### config.mk
export PLATFORM = sky130hd
export DESIGN_NAME = msg_stream_arbiter
export DESIGN_NICKNAME = d
export VERILOG_FILES = /design/src/rtl/msg_stream_arbiter.sv
export SDC_FILE = /design/constraint.sdc
export NUM_CORES = 1
export LEC_CHECK = 0
export ABC_AREA = 1
export BUFFER_PORTS_ARGS = -buffer_cell sky130_fd_sc_hd__buf_2
export CAP_MARGIN = 40
export CORE_AREA = 2 2 149 151
export DETAILED_ROUTE_END_ITERATION = 10
export DIE_AREA = 0 0 151 153
export GPL_TIMING_DRIVEN = 0
export SETUP_SLACK_MARGIN = 0.1
export SLEW_MARGIN = 0
export SYNTH_ARGS = -nofsm -noshare
export SYNTH_HDL_FRONTEND = slang
export SYNTH_SLANG_ARGS = --single-unit
### constraint.sdc
create_clock -name clk -period 2.11 [get_ports clk]
set_clock_uncertainty 0.15 [all_clocks]
set_input_delay 0.3165 -clock clk [delete_from_list [all_inputs] [get_ports clk]]
set_output_delay 0.3165 -clock clk [all_outputs]
set_load 0.005 [all_outputs]
### src/rtl/msg_stream_arbiter.sv
// rtl/msg_stream_arbiter.sv - packet-level round-robin arbiter feeding one message extractor
module msg_stream_arbiter #(
  parameter int NUM_PORTS = 4,
  parameter int DATA_W    = 64,
  parameter int EMPTY_W   = 3,
  parameter int CNT_W     = 16
) (
  input  logic                          clk,
  input  logic                          reset_n,
  input  logic [NUM_PORTS-1:0]          in_valid,
  input  logic [NUM_PORTS-1:0]          in_startofpacket,
  input  logic [NUM_PORTS-1:0]          in_endofpacket,
  input  logic [NUM_PORTS-1:0]          in_error,
  input  logic [NUM_PORTS*DATA_W-1:0]   in_data,
  input  logic [NUM_PORTS*EMPTY_W-1:0]  in_empty,
  output logic [NUM_PORTS-1:0]          in_ready,
  output logic                          out_valid,
  output logic                          out_startofpacket,
  output logic                          out_endofpacket,
  output logic                          out_error,
  output logic [DATA_W-1:0]             out_data,
  output logic [EMPTY_W-1:0]            out_empty,
  input  logic                          out_ready,
  output logic [$clog2(NUM_PORTS)-1:0]  grant_id,
  output logic                          pkt_active,
  output logic [CNT_W-1:0]              orphan_cnt
);

  localparam int GID_W = $clog2(NUM_PORTS);

  typedef enum logic {IDLE = 1'b0, LOCKED = 1'b1} state_t;

  state_t           state;
  logic [GID_W-1:0] rr_ptr;

  logic             req_found;
  logic [GID_W-1:0] req_id;
  logic [GID_W-1:0] cand_id;
  int               arb_idx;
  logic             orph_found;
  logic [GID_W-1:0] orph_id;
  logic             accept_eop;

  // Round-robin search for a SOP requester, starting just after the last owner
  always_comb begin
    req_found = 1'b0;
    req_id    = '0;
    arb_idx   = 0;
    cand_id   = '0;
    for (int i = 1; i <= NUM_PORTS; i++) begin
      arb_idx = (int'(rr_ptr) + i) % NUM_PORTS;
      cand_id = GID_W'(arb_idx);
      if (!req_found && in_valid[cand_id] && in_startofpacket[cand_id]) begin
        req_found = 1'b1;
        req_id    = cand_id;
      end
    end
  end

  // Lowest-index mid-packet beat gets drained; a port being granted is never a drain target
  always_comb begin
    orph_found = 1'b0;
    orph_id    = '0;
    for (int p = 0; p < NUM_PORTS; p++) begin
      if (!orph_found && in_valid[p] && !in_startofpacket[p] &&
          !(req_found && (req_id == GID_W'(p)))) begin
        orph_found = 1'b1;
        orph_id    = GID_W'(p);
      end
    end
  end

  // Ready steering: granted port follows the extractor while locked, orphan drain while idle
  always_comb begin
    in_ready = '0;
    if (state == LOCKED) begin
      in_ready[grant_id] = out_ready;
    end else if (orph_found) begin
      in_ready[orph_id] = 1'b1;
    end
  end

  // Zero-latency beat mux from the granted port; valid is suppressed outside a lock
  always_comb begin
    out_valid         = (state == LOCKED) && in_valid[grant_id];
    out_startofpacket = in_startofpacket[grant_id];
    out_endofpacket   = in_endofpacket[grant_id];
    out_error         = in_error[grant_id];
    out_data          = in_data[int'(grant_id)*DATA_W +: DATA_W];
    out_empty         = in_empty[int'(grant_id)*EMPTY_W +: EMPTY_W];
    accept_eop        = (state == LOCKED) && in_valid[grant_id] && out_ready &&
                        in_endofpacket[grant_id];
  end

  // Arbitration FSM: grant on SOP, hold until an accepted EOP, count drained orphans
  always_ff @(posedge clk or negedge reset_n) begin
    if (!reset_n) begin
      state      <= IDLE;
      grant_id   <= '0;
      rr_ptr     <= GID_W'(NUM_PORTS - 1);
      orphan_cnt <= '0;
      pkt_active <= 1'b0;
    end else if (state == IDLE) begin
      if (orph_found && (orphan_cnt != {CNT_W{1'b1}})) begin
        orphan_cnt <= orphan_cnt + CNT_W'(1);
      end
      if (req_found) begin
        grant_id   <= req_id;
        state      <= LOCKED;
        pkt_active <= 1'b1;
      end
    end else begin
      if (accept_eop) begin
        rr_ptr     <= grant_id;
        state      <= IDLE;
        pkt_active <= 1'b0;
      end
    end
  end

endmodule

# After elaboration in Yosys (flattened, before gate mapping)
# Index checks and enable logic that the tools add are counted.
[word_totals]
regBits = 22
[classes]
shift = 2
n_mux = 51
bitwise = 2
eq_ne = 5
reduce_logical = 48
order_cmp = 8
addsub = 5
multipliers = 1
[ops]
columns = ["op", "n"]
rows = [
  ["variable part select 256 x 9 -> 64 bit", 1],
  ["two-way mux 1 bit", 29],
  ["logical AND 1 bit", 28],
  ["binary-select mux 1 bit (select 2 bit)", 12],
  ["less-than comparator 2 x 3 -> 1 bit, second input constant", 6],
  ["adder 16 x 1 -> 16 bit, second input constant", 1],
  ["inequality test 16 bit, second input constant", 1],
  ["logical NOT 1 bit", 14],
  ["two-way mux 2 bit", 6],
  ["variable part select 12 x 5 -> 3 bit", 1],
  ["two-way mux 4 bit", 2],
  ["AND reduction 2 bit", 4],
  ["adder 2 x 1 -> 2 bit, second input constant", 2],
  ["adder 2 bit, second input constant", 2],
  ["bitwise AND 4 bit", 1],
  ["demux 1 bit (select 2 bit)", 2],
  ["== test 2 bit, second input constant", 2],
  ["greater-or-equal comparator 2 x 1 -> 1 bit, second input constant", 2],
  ["multiplier 2 x 2 -> 4 bit, second input constant", 1],
  ["== test 2 x 1 -> 1 bit, second input constant", 1],
  ["logical NOT 2 bit", 1],
  ["inequality test 2 x 1 -> 1 bit, second input constant", 1],
  ["nonzero test 2 bit", 1],
  ["inverter 1 bit", 1],
]

# Longest topological paths before layout
[logic_depth]
ltp_word = 43
ltp_mapped = 10
ltp_nobuf = 10

# Worst setup path after synthesis
# No wires, ideal clock.
[synth_timing]
path_kind = "register to output"
start = "register grant_id[0]"
end = "output out_data[11]"
n_path_buf = 3
stages_incl_launch_ff = 7
required_ns = 1.644
arrival_ns = 1.279
setup_slack_ns = 0.365
cell_sequence = "dfrtp_1 -> buf_2 -> nor2_2 -> buf_2 -> buf_2 -> nand2_1 -> nand3_1"
[synth_between]
elab_chain_cells = 1
[synth_rtl]
columns = ["element", "line_no", "source"]
rows = [
  ["from (decl)", "24", "output logic [$clog2(NUM_PORTS)-1:0] grant_id,"],
  ["from (signal assigned)", "108", "grant_id <= req_id;"],
  ["variable part select 256 x 9 -> 64 bit", "89", "out_data = in_data[int'(grant_id)*DATA_W +: DATA_W];"],
  ["to (decl)", "21", "output logic [DATA_W-1:0] out_data,"],
]
# Every way passes these cells.

# Worst setup path after layout
[layout_timing]
start = "register grant_id[1]"
end = "output out_data[7]"
# The elaborated chain is that of the path after synthesis.

==> flow_summary.ini <==
[route]
routed_via_density = 4.58
drc = 0
drt_first_iter_violations = 336
highest_layer = met4
antenna_left = 0
first_pass_iters = 5
num_vias = 5574
route.met3.wl_um = 3160
met1Wirelength_um = 9880
totalWireLength_um = 24700
dr_wl_met2_um = 11400
wl_per_cell_um = 20.3

[power_and_ir_drop]
total_power_mw = 8.76
clkPwrFrac_pct = 4.8
p_leak_nw = 3.70
peakVddDrop_mv = 0.638
p_sw_mw = 4.26
p_seq_share_pct = 8.8
combPwrFrac_pct = 86.4
cellPowerDensity_nw_per_um2 = 1230
intPower_mw = 4.50
power_switching_share_pct = 48.6

[grt]
grt_max_degree = 23
grt_pass1_vias = 5170
overflow = 0
grt_pass1_wl_um = 32800
track_usage_pct = 19.3
antenna_found_initial = 2

[final_layout]
multi_input_area_um2 = 2900
synthToLayoutAreaGrowth_pct = 127
utilization_pct = 33.1
seq_area_um2 = 556
num-fill-cells = 2343
num-nets-final = 1224
drive_above_1_share_pct = 63.6

[critical_path]
critical_path_buf_inv_count = 5
cpMaxStageDelayCell = dfrtp_2
crit_path_end = out_data[7]
r2r_slack_ns = 0.04
start_kind = flip-flop
cp-startpoint = grant_id[1]$_DFFE_PN0P_
crit_family = buffers and inverters
path_depth = 8
r2r-start = grant_id[1]$_DFFE_PN0P_
cp_max_fo = 5
worstSetupPathType = reg -> out
worstSetupEndpointType = output port
r2r_end = rr_ptr[0]$_DFFE_PN1P_
r2r.worst_path.cells = 13
worstPathArrival_ns = 1.76
crit_required_ns = 1.64
cp_slowest_stage_delay_ns = 0.48
crit_path_cell_trace = inv_4 -> nor2_4 -> buf_12 -> buf_6 -> clkbuf_16 -> a22oi_2 -> nand2_1 -> buf_2

[status]
violations = negative setup slack
status = complete, but fails checks

[synthesis]
synthesis.nets = 805
yosysMostFrequentCell = nand2_1
ys_warn_count = 0
synth-seq-cells = 22
ys_types = 33
yosysTopAreaCellShare_pct = 24.5
syn_area_per_cell_um2 = 6.05
syn-cell-area_um2 = 3130
synthTopCellsByCount = nand2_1 (186), a22oi_1 (102), nand3_1 (52)
synth_ff_type = dfrtp_1
synthArstFlopShare_pct = 100
synth_edf_count = 0
netlist_instances = 517
synth_top_cell_by_area = a22oi_1
ys_seq_area_share_pct = 17.7
synth_area_leaders = a22oi_1 (24%), nand2_1 (22%), dfrtp_1 (16%)

[worst_hold_path]
hold_path_class = reg -> reg
hold_depth = 2

[cts]
cts_buffers = 3
cts.sinks = 22
cts_tree = yes
htree_levels = 1
cts-root-buf = clkbuf_16
cts_buffer_depth = 2
clk_latency_ns = 0.26
clk_pin_slew_ns = 0.06

[flow_run]
drv_cap = 0

[floorplanning]
num_rows = 54
die_area_um2 = 23100
ioPinCount = 381
chipHeight_um = 153
design.core.area_um2 = 21500
die_w_um = 151
initial_core_util_pct = 14.5

[sta]
hold_viol = 0
slew_headroom_pct = 65.0
setup_viol = 38
drv_slew = 0
worst_pin_slew_ns = 0.525
period_share_pct = 106
rsz0062_at_grt = true
min_period_ns = 2.23
fmax_mhz = 448
fin_ws_ns = -0.120
worst_hold_slack_ns = 0.336

[placed_design]
hpwl_um = 19800
port_buffers = 380
routabilityCongestion = 0.889
-- power by group through the flow --
stage,combinational [mW],sequential [mW],clock (mW)
2_1_floorplan,2.48,0.719,0
3_3_place_gp,4.99,0.752,0
3_5_place_dp,5.00,0.760,0
4_1_cts,6.89,0.767,0.424
5_1_grt,8.18,0.793,0.441
6_report,7.56,0.773,0.422
-- what timing repair did --
action	4_1_cts	5_1_grt
setup buffers	17	8
endpoints found under the hold margin	20	0
cloned	7	3
setup endpoints to repair	78	89
hold buffers	1	0
resized for setup	202	102
pin swaps	32	41
-- worst reg2reg max path, delay by kind of cell, from the launching register on --
| family | cells | cell delay, ns |
|---|---|---|
| compound gates | 2 | 0.12 |
| buf+inv | 7 | 0.81 |
| flops | 1 | 0.48 |
| simple gates | 4 | 0.43 |
-- cells in the final DEF, fill, tap and decap left out, types with 3 or more instances in the layout --
cell type,n
o21ai_0,8
o21ai_2,4
nor2_1,9
o21ai_1,14
a22oi_1,44
clkbuf_4,3
nand4_1,7
a22oi_2,58
buf_8,8
nor3_1,7
nand2_4,14
dfrtp_1,18
nand2_1,157
buf_4,17
inv_1,30
inv_2,3
nand3_2,26
clkbuf_16,12
buf_6,31
nor2_4,6
nand3_1,26
xnor2_1,3
buf_2,356
buf_16,3
xor2_1,9
nand2_2,20
buf_12,11
clkbuf_8,6
-- sequential cells by signal, summed over array words and instances, names as in the netlist --
signal and cells:
orphan_cnt 16, state 1, grant_id 2, rr_ptr 2, pkt_active 1
-- per-stage QoR --
step	setup WS, ns	setup TNS (ns)	std cells	area, µm²
2_1_floorplan	0.365	0	517	3130
3_3_place_gp	-0.635	-31.63	1177	5380
3_5_place_dp	-0.649	-33.15	1177	5380
4_1_cts	-0.121	-2.56	1205	6590
5_1_grt	-0.166	-5.03	1216	7100
6_report	-0.120	-1.63	1217	7100
-- metal layers --
| metal | vias to the layer above | global-route usage, % |
|---|---|---|
| met2 | 284 | 30.8 |
| met4 | 0 | 3.25 |
| met1 | 2612 | 24.3 |
| met5 | - | 0 |
| li1 | 2660 | - |
| met3 | 18 | 8.66 |
-- kinds of logic (layout without fill, tap and decap cells) --
| group | Yosys count | in the layout | share of synthesized area [%] |
|---|---|---|---|
| other | 0 | 2 | 0 |
| and+or+nand+nor | 278 | 278 | 38.3 |
| DFF | 22 | 22 | 17.7 |
| AOI/OAI and AO/OA | 135 | 135 | 30.8 |
| buffers and inverters | 69 | 487 | 9.45 |
| xor gates and xnor gates | 12 | 12 | 3.36 |
| adders and majority gates | 1 | 1 | 0.400 |
-- cell type report --
cell class	count	share of cell area, %
diodes	2	0.0704
plain buffers	32	7.27
clock buffers	4	1.11
inverters	37	2.27
multi-input cells	426	40.8
flip-flops and latches	22	7.82
well taps	280	4.93
repair buffers	414	35.7
-- worst min path at each step --
stage,start,endpoint,slack [ns]
floorplan,reset_n,grant_id[0]$_DFFE_PN0P_,-0.13
global placement,reset_n,orphan_cnt[11]$_DFFE_PN0P_,0.17
detailed placement,reset_n,orphan_cnt[11]$_DFFE_PN0P_,0.17
CTS,pkt_active$_DFFE_PN0P_,pkt_active$_DFFE_PN0P_,0.34
global route,pkt_active$_DFFE_PN0P_,pkt_active$_DFFE_PN0P_,0.37
finish,pkt_active$_DFFE_PN0P_,pkt_active$_DFFE_PN0P_,0.34
Note: power is estimated with default switching activity, not from simulation.
